--- src/rtl/periph_bus_pkg.sv ---
// Shared definitions for the peripheral bus fabric: FSM state encoding,
// error-log codes and an index-width helper.
package periph_bus_pkg;

  typedef enum logic [1:0] {
    ST_IDLE   = 2'd0,
    ST_ACCESS = 2'd1,
    ST_RESP   = 2'd2
  } bus_state_t;

  localparam logic [1:0] ERR_NONE       = 2'b00;
  localparam logic [1:0] ERR_UNMAPPED   = 2'b01;
  localparam logic [1:0] ERR_MISALIGNED = 2'b10;
  localparam logic [1:0] ERR_TIMEOUT    = 2'b11;

  // Bits needed to index n items; never less than one bit.
  function automatic int idx_width(input int n);
    return (n <= 2) ? 1 : $clog2(n);
  endfunction

endpackage

--- src/rtl/periph_addr_decode.sv ---
// Combinational byte-address decoder: word slot index, in-range hit and
// misalignment flag. Kept standalone so bridges can reuse it.
module periph_addr_decode
  import periph_bus_pkg::*;
#(
  parameter int ADDR_W  = 6,
  parameter int N_SLOTS = 8
) (
  input  logic [ADDR_W-1:0] addr,
  output logic [ADDR_W-3:0] slot,
  output logic              hit,
  output logic              misaligned
);

  // Slot k lives at word address 4*k; anything beyond the last slot is unmapped.
  always_comb begin
    slot       = addr[ADDR_W-1:2];
    hit        = (32'(addr[ADDR_W-1:2]) < 32'(N_SLOTS));
    misaligned = (addr[1:0] != 2'b00);
  end

endmodule

--- src/rtl/periph_bus_fabric.sv ---
// Peripheral bus fabric: decodes the core's peripheral-region access onto one
// of N_SLOTS slave slots, waits for the slot's ready, registers read data and
// returns a one-cycle ready pulse with an error flag.
//
// Handshake: a master request (WE or RE) is sampled only in IDLE and the
// master holds it until ready; ready is a single-cycle pulse with err valid in
// the same cycle. Toward slaves, s_sel/s_we/s_re stay high for every ACCESS
// cycle until the selected slot raises its s_ready bit; other s_ready bits
// are ignored.
//
// Rejected requests (unmapped, misaligned) still spend one strobe-free cycle
// in ACCESS, so every response arrives no earlier than two cycles after the
// request.
//
// Optional feature: define PERIPH_BUS_ERRLOG_EN to add the sticky error log
// (err_addr/err_code), cleared by a write to byte address 4*N_SLOTS.
module periph_bus_fabric
  import periph_bus_pkg::*;
#(
  parameter int N_SLOTS = 8,
  parameter int ADDR_W  = 6,
  parameter int DATA_W  = 32,
  parameter int TIMEOUT = 15
) (
  input  logic                      clk,
  input  logic                      rst,
  input  logic [ADDR_W-1:0]         A,
  input  logic [DATA_W-1:0]         WD,
  input  logic                      WE,
  input  logic                      RE,
  output logic [DATA_W-1:0]         RD,
  output logic                      ready,
  output logic                      err,
  output logic [N_SLOTS-1:0]        s_sel,
  output logic                      s_we,
  output logic                      s_re,
  output logic [DATA_W-1:0]         s_wd,
  input  logic [N_SLOTS*DATA_W-1:0] s_rd,
  input  logic [N_SLOTS-1:0]        s_ready,
`ifdef PERIPH_BUS_ERRLOG_EN
  output logic [ADDR_W-1:0]         err_addr,
  output logic [1:0]                err_code,
`endif
  output logic [1:0]                fsm_state
);

  localparam int SLOT_W = idx_width(N_SLOTS);
  localparam int CNT_W  = idx_width(TIMEOUT + 1);

  bus_state_t        state;
  logic [ADDR_W-3:0] dec_slot;
  logic              dec_hit;
  logic              dec_mis;
  logic [SLOT_W-1:0] slot_q;
  logic              op_write;
  logic [1:0]        pend_code;
  logic [CNT_W-1:0]  cnt;
  logic [DATA_W-1:0] rd_sel;
  logic              sel_ready;
  logic              done;
  logic [1:0]        done_code;

`ifdef PERIPH_BUS_ERRLOG_EN
  logic [ADDR_W-1:0] addr_q;
  logic              clr_q;
  logic              clr_hit;
`endif

  periph_addr_decode #(
    .ADDR_W  (ADDR_W),
    .N_SLOTS (N_SLOTS)
  ) u_decode (
    .addr       (A),
    .slot       (dec_slot),
    .hit        (dec_hit),
    .misaligned (dec_mis)
  );

  assign fsm_state = state;

`ifdef PERIPH_BUS_ERRLOG_EN
  // The word just past the last slot is the error-log clear register.
  assign clr_hit = WE && !dec_mis && (32'(dec_slot) == 32'(N_SLOTS));
`endif

  // Read data and ready of the latched slot.
  always_comb begin
    rd_sel = '0;
    for (int k = 0; k < N_SLOTS; k++) begin
      if (slot_q == SLOT_W'(k)) rd_sel = s_rd[k*DATA_W +: DATA_W];
    end
    sel_ready = s_ready[slot_q];
  end

  // Decide whether ACCESS ends this cycle and with which outcome; ready wins over timeout.
  always_comb begin
    done      = 1'b0;
    done_code = ERR_NONE;
    if (pend_code != ERR_NONE) begin
      done      = 1'b1;
      done_code = pend_code;
    end
`ifdef PERIPH_BUS_ERRLOG_EN
    else if (clr_q) begin
      done = 1'b1;
    end
`endif
    else if (sel_ready) begin
      done = 1'b1;
    end else if ((TIMEOUT != 0) && (cnt == CNT_W'(TIMEOUT - 1))) begin
      done      = 1'b1;
      done_code = ERR_TIMEOUT;
    end
  end

  // Transaction FSM with registered master and slave-side outputs.
  always_ff @(posedge clk) begin
    if (rst) begin
      state     <= ST_IDLE;
      RD        <= '0;
      ready     <= 1'b0;
      err       <= 1'b0;
      s_sel     <= '0;
      s_we      <= 1'b0;
      s_re      <= 1'b0;
      s_wd      <= '0;
      cnt       <= '0;
      slot_q    <= '0;
      op_write  <= 1'b0;
      pend_code <= ERR_NONE;
`ifdef PERIPH_BUS_ERRLOG_EN
      addr_q    <= '0;
      clr_q     <= 1'b0;
      err_addr  <= '0;
      err_code  <= ERR_NONE;
`endif
    end else begin
      case (state)
        ST_IDLE: begin
          ready <= 1'b0;
          err   <= 1'b0;
          if (WE || RE) begin
            state    <= ST_ACCESS;
            s_wd     <= WD;
            op_write <= WE;
            slot_q   <= dec_slot[SLOT_W-1:0];
            cnt      <= '0;
`ifdef PERIPH_BUS_ERRLOG_EN
            addr_q   <= A;
            clr_q    <= 1'b0;
`endif
            if (dec_mis) begin
              pend_code <= ERR_MISALIGNED;
            end
`ifdef PERIPH_BUS_ERRLOG_EN
            else if (clr_hit) begin
              pend_code <= ERR_NONE;
              clr_q     <= 1'b1;
            end
`endif
            else if (!dec_hit) begin
              pend_code <= ERR_UNMAPPED;
            end else begin
              pend_code <= ERR_NONE;
              s_sel     <= N_SLOTS'(1) << dec_slot;
              s_we      <= WE;
              s_re      <= !WE;
            end
          end
        end

        ST_ACCESS: begin
          if (done) begin
            state <= ST_RESP;
            ready <= 1'b1;
            err   <= (done_code != ERR_NONE);
            s_sel <= '0;
            s_we  <= 1'b0;
            s_re  <= 1'b0;
            cnt   <= '0;
            if (!op_write) RD <= (done_code == ERR_NONE) ? rd_sel : '0;
`ifdef PERIPH_BUS_ERRLOG_EN
            if (clr_q) begin
              err_code <= ERR_NONE;
              err_addr <= '0;
            end else if ((done_code != ERR_NONE) && (err_code == ERR_NONE)) begin
              err_code <= done_code;
              err_addr <= addr_q;
            end
`endif
          end else begin
            cnt <= cnt + 1'b1;
          end
        end

        ST_RESP: begin
          state <= ST_IDLE;
          ready <= 1'b0;
          err   <= 1'b0;
          cnt   <= '0;
        end

        default: begin
          state <= ST_IDLE;
        end
      endcase
    end
  end

endmodule

--- config.mk ---
export PLATFORM = sky130hd
export DESIGN_NAME = periph_bus_fabric
export DESIGN_NICKNAME = d
export VERILOG_FILES = /design/src/rtl/periph_bus_pkg.sv /design/src/rtl/periph_addr_decode.sv /design/src/rtl/periph_bus_fabric.sv
export SDC_FILE = /design/constraint.sdc
export NUM_CORES = 1
export LEC_CHECK = 0
export ABC_AREA = 1
export BUFFER_PORTS_ARGS = -buffer_cell sky130_fd_sc_hd__buf_2
export CAP_MARGIN = 20
export CORE_AREA = 2 2 148 150
export DETAILED_ROUTE_END_ITERATION = 8
export DIE_AREA = 0 0 150 152
export MAX_ROUTING_LAYER = met4
export SLEW_MARGIN = 5
export SYNTH_ARGS = -nofsm -noshare
export SYNTH_HDL_FRONTEND = slang
export SYNTH_SLANG_ARGS = --single-unit
--- constraint.sdc ---
create_clock -name clk -period 2.28 [get_ports clk]
set_input_delay 0.228 -clock clk [delete_from_list [all_inputs] [get_ports clk]]
set_output_delay 0.228 -clock clk [all_outputs]
set_load 0.1 [all_outputs]
---- Yosys cells after proc, flatten, opt, wreduce, memory -nomap -nowiden ----
Index checks and enable logic that the tools add are counted.
word-level totals
  register bits after elaboration ......... 88
  output and inout port bits .............. 78
cells by class
  add/subtract/negate cells ............... 1
  magnitude comparators ................... 2
  equal/unequal tests ..................... 14
  shift-type cells ........................ 1
  multiplexer cells ....................... 43
  bitwise operators ....................... 1
  reductions and logical operators ........ 18
operators with widths
  operator               number
  $mux W32               9
  $mux W8                4
  $pmux W8 S2            1
  $mux W1                14
  $eq A3 B3 Y1 const B   4
  $mux W2                6
  $pmux W4 S3            1
  $reduce_bool A2 Y1     5
  $mux W4                2
  $ne A2 B2 Y1 const B   4
  $pmux W1 S2            4
  $reduce_and A2 Y1      4
  $shl A1 B4 Y8 const A  1
  $eq A3 B2 Y1 const B   2
  $reduce_and A5 Y1      1
  $add A4 B1 Y4 const B  1
  $eq A4 B4 Y1 const B   1
  $logic_not A2 Y1       2
  $lt A3 B4 Y1 const B   1
  $lt A4 B4 Y1 const B   1
  $pmux W2 S2            1
  $bmux W1 S3            1
  $eq A3 B1 Y1 const B   1
  $logic_not A3 Y1       1
  8 further kinds        8

---- Depth between registers and ports, before layout ----
  depth after elaboration ................. 10
  mapped depth ............................ 15
  gate-level depth less buffers ........... 12

---- Modules after synthesis ----
From an unflattened synthesis, not the netlist that was laid out.
second synthesis, totals
  cell total of the unflattened synthesis .. 883
  area total of the unflattened synthesis .. 5430.2 µm²
by module, submodules not included
  module              instances  cells an instance  area an instance (µm²)  sequential area each (µm²)
  periph_bus_fabric   1          875                5385.2                  1761.7
  periph_addr_decode  1          8                  45.0                    0.0

---- Worst setup path before layout ----
Ideal clock, no wire load.
  path type ............................... reg2reg
  start point ............................. register state[0], in the netlist fsm_state[0]
  end point ............................... register s_we
  library setup time ...................... 0.132 ns
  arrival ................................. 2.083 ns
  setup slack ............................. 0.065 ns
  cell stages (with the launch flop) ...... 8
  buffers on the path ..................... 0
  clock period less this slack ............ 2.215 ns
  cells stage by stage .................... dfxtp_1 -> inv_1 -> nor2_1 -> nand2_2 -> nand2_1 -> clkinv_1 -> nand2_1 -> a21oi_1
on the way
  longest elaborated chain between the ends .. 3
  elaborated cells between the ends (all ways) .. 9
RTL lines
  item                                                                        RTL line                  text
  from (decl)                                                                 periph_bus_fabric.sv:50   bus_state_t state;
  from (signal assigned)                                                      periph_bus_fabric.sv:119  state <= ST_IDLE;
  from (signal assigned)                                                      periph_bus_fabric.sv:143  state <= ST_ACCESS;
  from (signal assigned)                                                      periph_bus_fabric.sv:174  state <= ST_RESP;
  $eq A2 B1 Y1 / $logic_not A2 Y1 (equally long branches)                     periph_bus_fabric.sv:138  case (state)
  $ne A2 B2 Y1 (no source line) / $reduce_bool A2 Y1 (equally long branches)  --
  $reduce_and A5 Y1 (no source line)                                          --
  to (signal assigned)                                                        periph_bus_fabric.sv:124  s_we <= 1'b0;
  to (signal assigned)                                                        periph_bus_fabric.sv:166  s_we <= WE;
  to (signal assigned)                                                        periph_bus_fabric.sv:178  s_we <= 1'b0;
  to (decl)                                                                   periph_bus_fabric.sv:35   output logic s_we,
Several ways; a longest one is shown, not always the timed one.
A chain may end at the register's enable or synchronous reset.

---- Worst setup path in the final report ----
  start point ............................. register slot_q[0]
  end point ............................... register RD[3]
on the way
  longest elaborated chain between the ends .. 10
  elaborated cells between the ends (all ways) .. 25
RTL lines
  item                    RTL line                  text
  from (decl)             periph_bus_fabric.sv:54   logic [SLOT_W-1:0] slot_q;
  from (signal assigned)  periph_bus_fabric.sv:146  slot_q <= dec_slot[SLOT_W-1:0];
  $logic_not A3 Y1        periph_bus_fabric.sv:90   if (slot_q == SLOT_W'(k)) rd_sel = s_rd[k*DATA_W +: DATA_W];
  $mux W32 (8 in a row)   periph_bus_fabric.sv:90
  $mux W32                periph_bus_fabric.sv:181  if (!op_write) RD <= (done_code == ERR_NONE) ? rd_sel : '0;
  to (signal assigned)    periph_bus_fabric.sv:181
  to (decl)               periph_bus_fabric.sv:31   output logic [DATA_W-1:0] RD,
Several ways; a longest one is shown, not always the timed one. The select of a mux whose other input is x is not followed.

==> impl_results.md <==
- Status: finished clean
- Sw frac: 46.8%
- Top Ports: 384
- CTS resizes: 0
- CP Capture Type: flip-flop
- Vias in the first global route: 7246
- Initial antenna violation count: 12
- Mapped Nets: 1227
- GP Congestion: 0.897
- CTS tree: yes
- CP Class: flip-flop to flip-flop
- Total net switching power: 2.99 mW
- Setup Skew: 0.00797 ns
- CTS clock-pin slew for the worst setup and hold paths: 0.07 ns
- Post-Synthesis Cells: 919
- Clock Tree Buf Depth: 2
- Commonest non-fill, non-tap cells in the layout: buf_2, nand2_1, nor2_1
- Combinational power share: 45.7%
- Netlist area before placement: 0.00543 mm²
- Setup-failing EPs final: 0
- Total gr overflow: 0
- Maximum number of pins on one net before global-route repair: 42
- CTS sink cnt: 88
- Die Area: 0.0228 mm²
- Total core area: 0.0214 mm²
- EDFF count, synth: 0
- Final Net Count: 1592
- 1st-iter DRT viols: 337
- DR vias/cell: 4.71
- Yosys top cell area share: 32.4%
- Max_slew headroom: 59.0%
- Share of the yosys chip area belonging to registers: 32.4%
- CTS Buf Count: 9
- DP Wirelength: 21800 µm
- DRC viols: 0
- Drt first pass iters: 5
- Yosys Warn Count: 0
- DR WL/cell: 17.3 µm
- Reg power frac: 28.2%
- Leakage: 4.27 nW
- Period utilization: 90.5%
- Worst-Margin Slew: 0.614 ns
- RSZ-0062 raised after global routing: false
- Detail Route Antenna Nets: 0
- Gr usage total: 24.1%
- Yosys cell types: 30
- Port Buffers: 383
- H-tree depth: 3
- Vias: 7454
- Power Dens Cells: 795 mW/mm²
- Cts-stage hold buffer count: 0
- Syn avg cell area: 5.91 µm²
- Cell accounting for the most synthesized area: dfxtp_1
- CP max-delay cell: dfxtp_1
- Asr flop ratio synth: 0%
- Hold Crit Class: input pin to flip-flop
- Peak supply drop: 489 µV
- Setup Fix Bufs, Post-CTS: 0
- Die Height: 152 µm
- Proportion of layout cells with a drive suffix above 1: 35.1%
- Fin Setup TNS: 0 ns
- Max Cap Violations: 0
- P_int: 3.40 mW
- CTS root buffer: clkbuf_16
- FP Rows: 54
- Clock share of power: 26.1%
- DIE WIDTH: 150 µm
- Critical Path, Cell by Cell: inv_2, nand2_2, nor2_2, buf_4, nand2_1, nand2_1, nand3b_1, nand2_1, nand3_1, nand2_1, a21oi_1
- Slew Viols, Final: 0
- Fin. Hold Viols: 0
- Yosys reg bits: 88
- Post-layout min period: 2.06 ns
- Slowest stage delay, CP: 0.41 ns
- Latest clock arrival within the worst-skew pair: 0.35 ns
- Fin Hold WS: 0.0960 ns
- CP Data Required Time: 2.56 ns
- Most frequent CP cell: nand2_1
- Ys flop type: dfxtp_1
- Maximum clock frequency: 485 MHz
- Commonest non-fill, non-tap cell in the layout: buf_2
- Crit path DAT: 2.35 ns
- Top area cells in the synthesized netlist: dfxtp_1, nand2_1, nor2_1, a21oi_1, nand4_1
- Crit path max fanout: 10
- Initial core utilization: 25.4%
- Final WL: 27400 µm
- Area grow syn2layout: 48.1%
- Setup crit start kind: flip-flop
- First-pass GRT wire length: 40500 µm
cells in the mapped netlist, types with 3 or more instances:
library cell,count
dfxtp_1,88
inv_2,6
nand2_1,284
a21oi_1,98
nand4_1,38
buf_6,5
inv_1,39
or2_2,7
buf_2,15
clkbuf_1,34
nor2_1,185
nand2_2,3
nand3_1,41
nand3b_1,8
o21ai_0,46
critical path, delay by kind of cell (launching register included):
kind                   cells  cell delay [ns]
AOI/OAI and AO/OA          1             0.11
buffers and inverters      2             0.45
DFF                        1             0.41
and+or+nand+nor            8             0.99
kinds of logic (layout without fill, tap and decap cells):
group / count (synthesis) / count (layout) / synth area share, %
adder cells (fa/ha/maj): 2 / 2 / 0.461
flip-flops: 88 / 88 / 32.4
buffers and inverters: 104 / 474 / 8.30
AND/OR/NAND/NOR: 577 / 577 / 45.0
XOR/XNOR: 2 / 2 / 0.323
AO/OA/AOI/OAI: 146 / 146 / 13.5
other: 0 / 12 / 0
final timing paths:
kind                                start       end  slack (ns)  cells past startpoint
worst max-delay path            slot_q[0]     RD[3]        0.22                     11
worst min-delay path               WD[16]  s_wd[16]         0.1                      3
worst max register to register  slot_q[0]     RD[3]        0.22                     11
worst min register to register       s_we      s_we        0.46                      2
metrics by stage:
| stage | instances | util [%] | cell area, µm² | setup slack, ns | power (mW) |
|---|---|---|---|---|---|
| 5_1_grt | 1580 | 37.6 | 8040 | 0.0112 | 6.76 |
| 6_report | 1581 | 37.7 | 8040 | 0.216 | 6.40 |
| 3_3_place_gp | 1553 | 36.0 | 7690 | 0.242 | 4.77 |
| 4_1_cts | 1569 | 37.5 | 8010 | 0.175 | 6.48 |
| 3_5_place_dp | 1553 | 36.0 | 7690 | 0.198 | 4.77 |
| 2_1_floorplan | 919 | - | 5430 | 0.0650 | 3.87 |
cell type report:
cell class | count | area [µm²]
fillers | 2408 | 13300
multi-input cells | 727 | 3240
repair buffers | 411 | 2160
flip-flops and latches | 88 | 1760
well taps | 280 | 350
clock buffers | 10 | 229
inverters | 47 | 176
clock inverters | 6 | 91.3
diodes | 12 | 30.0
metal layers:
metal  vias up  track usage [%]  part of all wire [%]
met1      3362             25.7                    38
met3        53             5.56                   8.1
met5         -                -                     0
met4         0             9.39                   3.3
li1       3707                -                     -
met2       332             42.6                    50
power by group through the flow:
stage	Combinational [mW]	Sequential, mW	Clock, mW
6_report	2.92	1.80	1.67
5_1_grt	3.15	1.83	1.78
4_1_cts	2.95	1.80	1.72
3_5_place_dp	2.94	1.83	0
3_3_place_gp	2.94	1.83	0
2_1_floorplan	1.01	2.86	0
registers in the layout, summed over array words and instances (netlist names):
| name | flops |
|---|---|
| slot_q | 3 |
| cnt | 4 |
| s_sel | 8 |
| pend_code | 2 |
| ready | 1 |
| s_re | 1 |
| RD | 32 |
| op_write | 1 |
| s_we | 1 |
| s_wd | 32 |
| fsm_state | 2 |
| err | 1 |
Power figures use the tool's default switching activity.
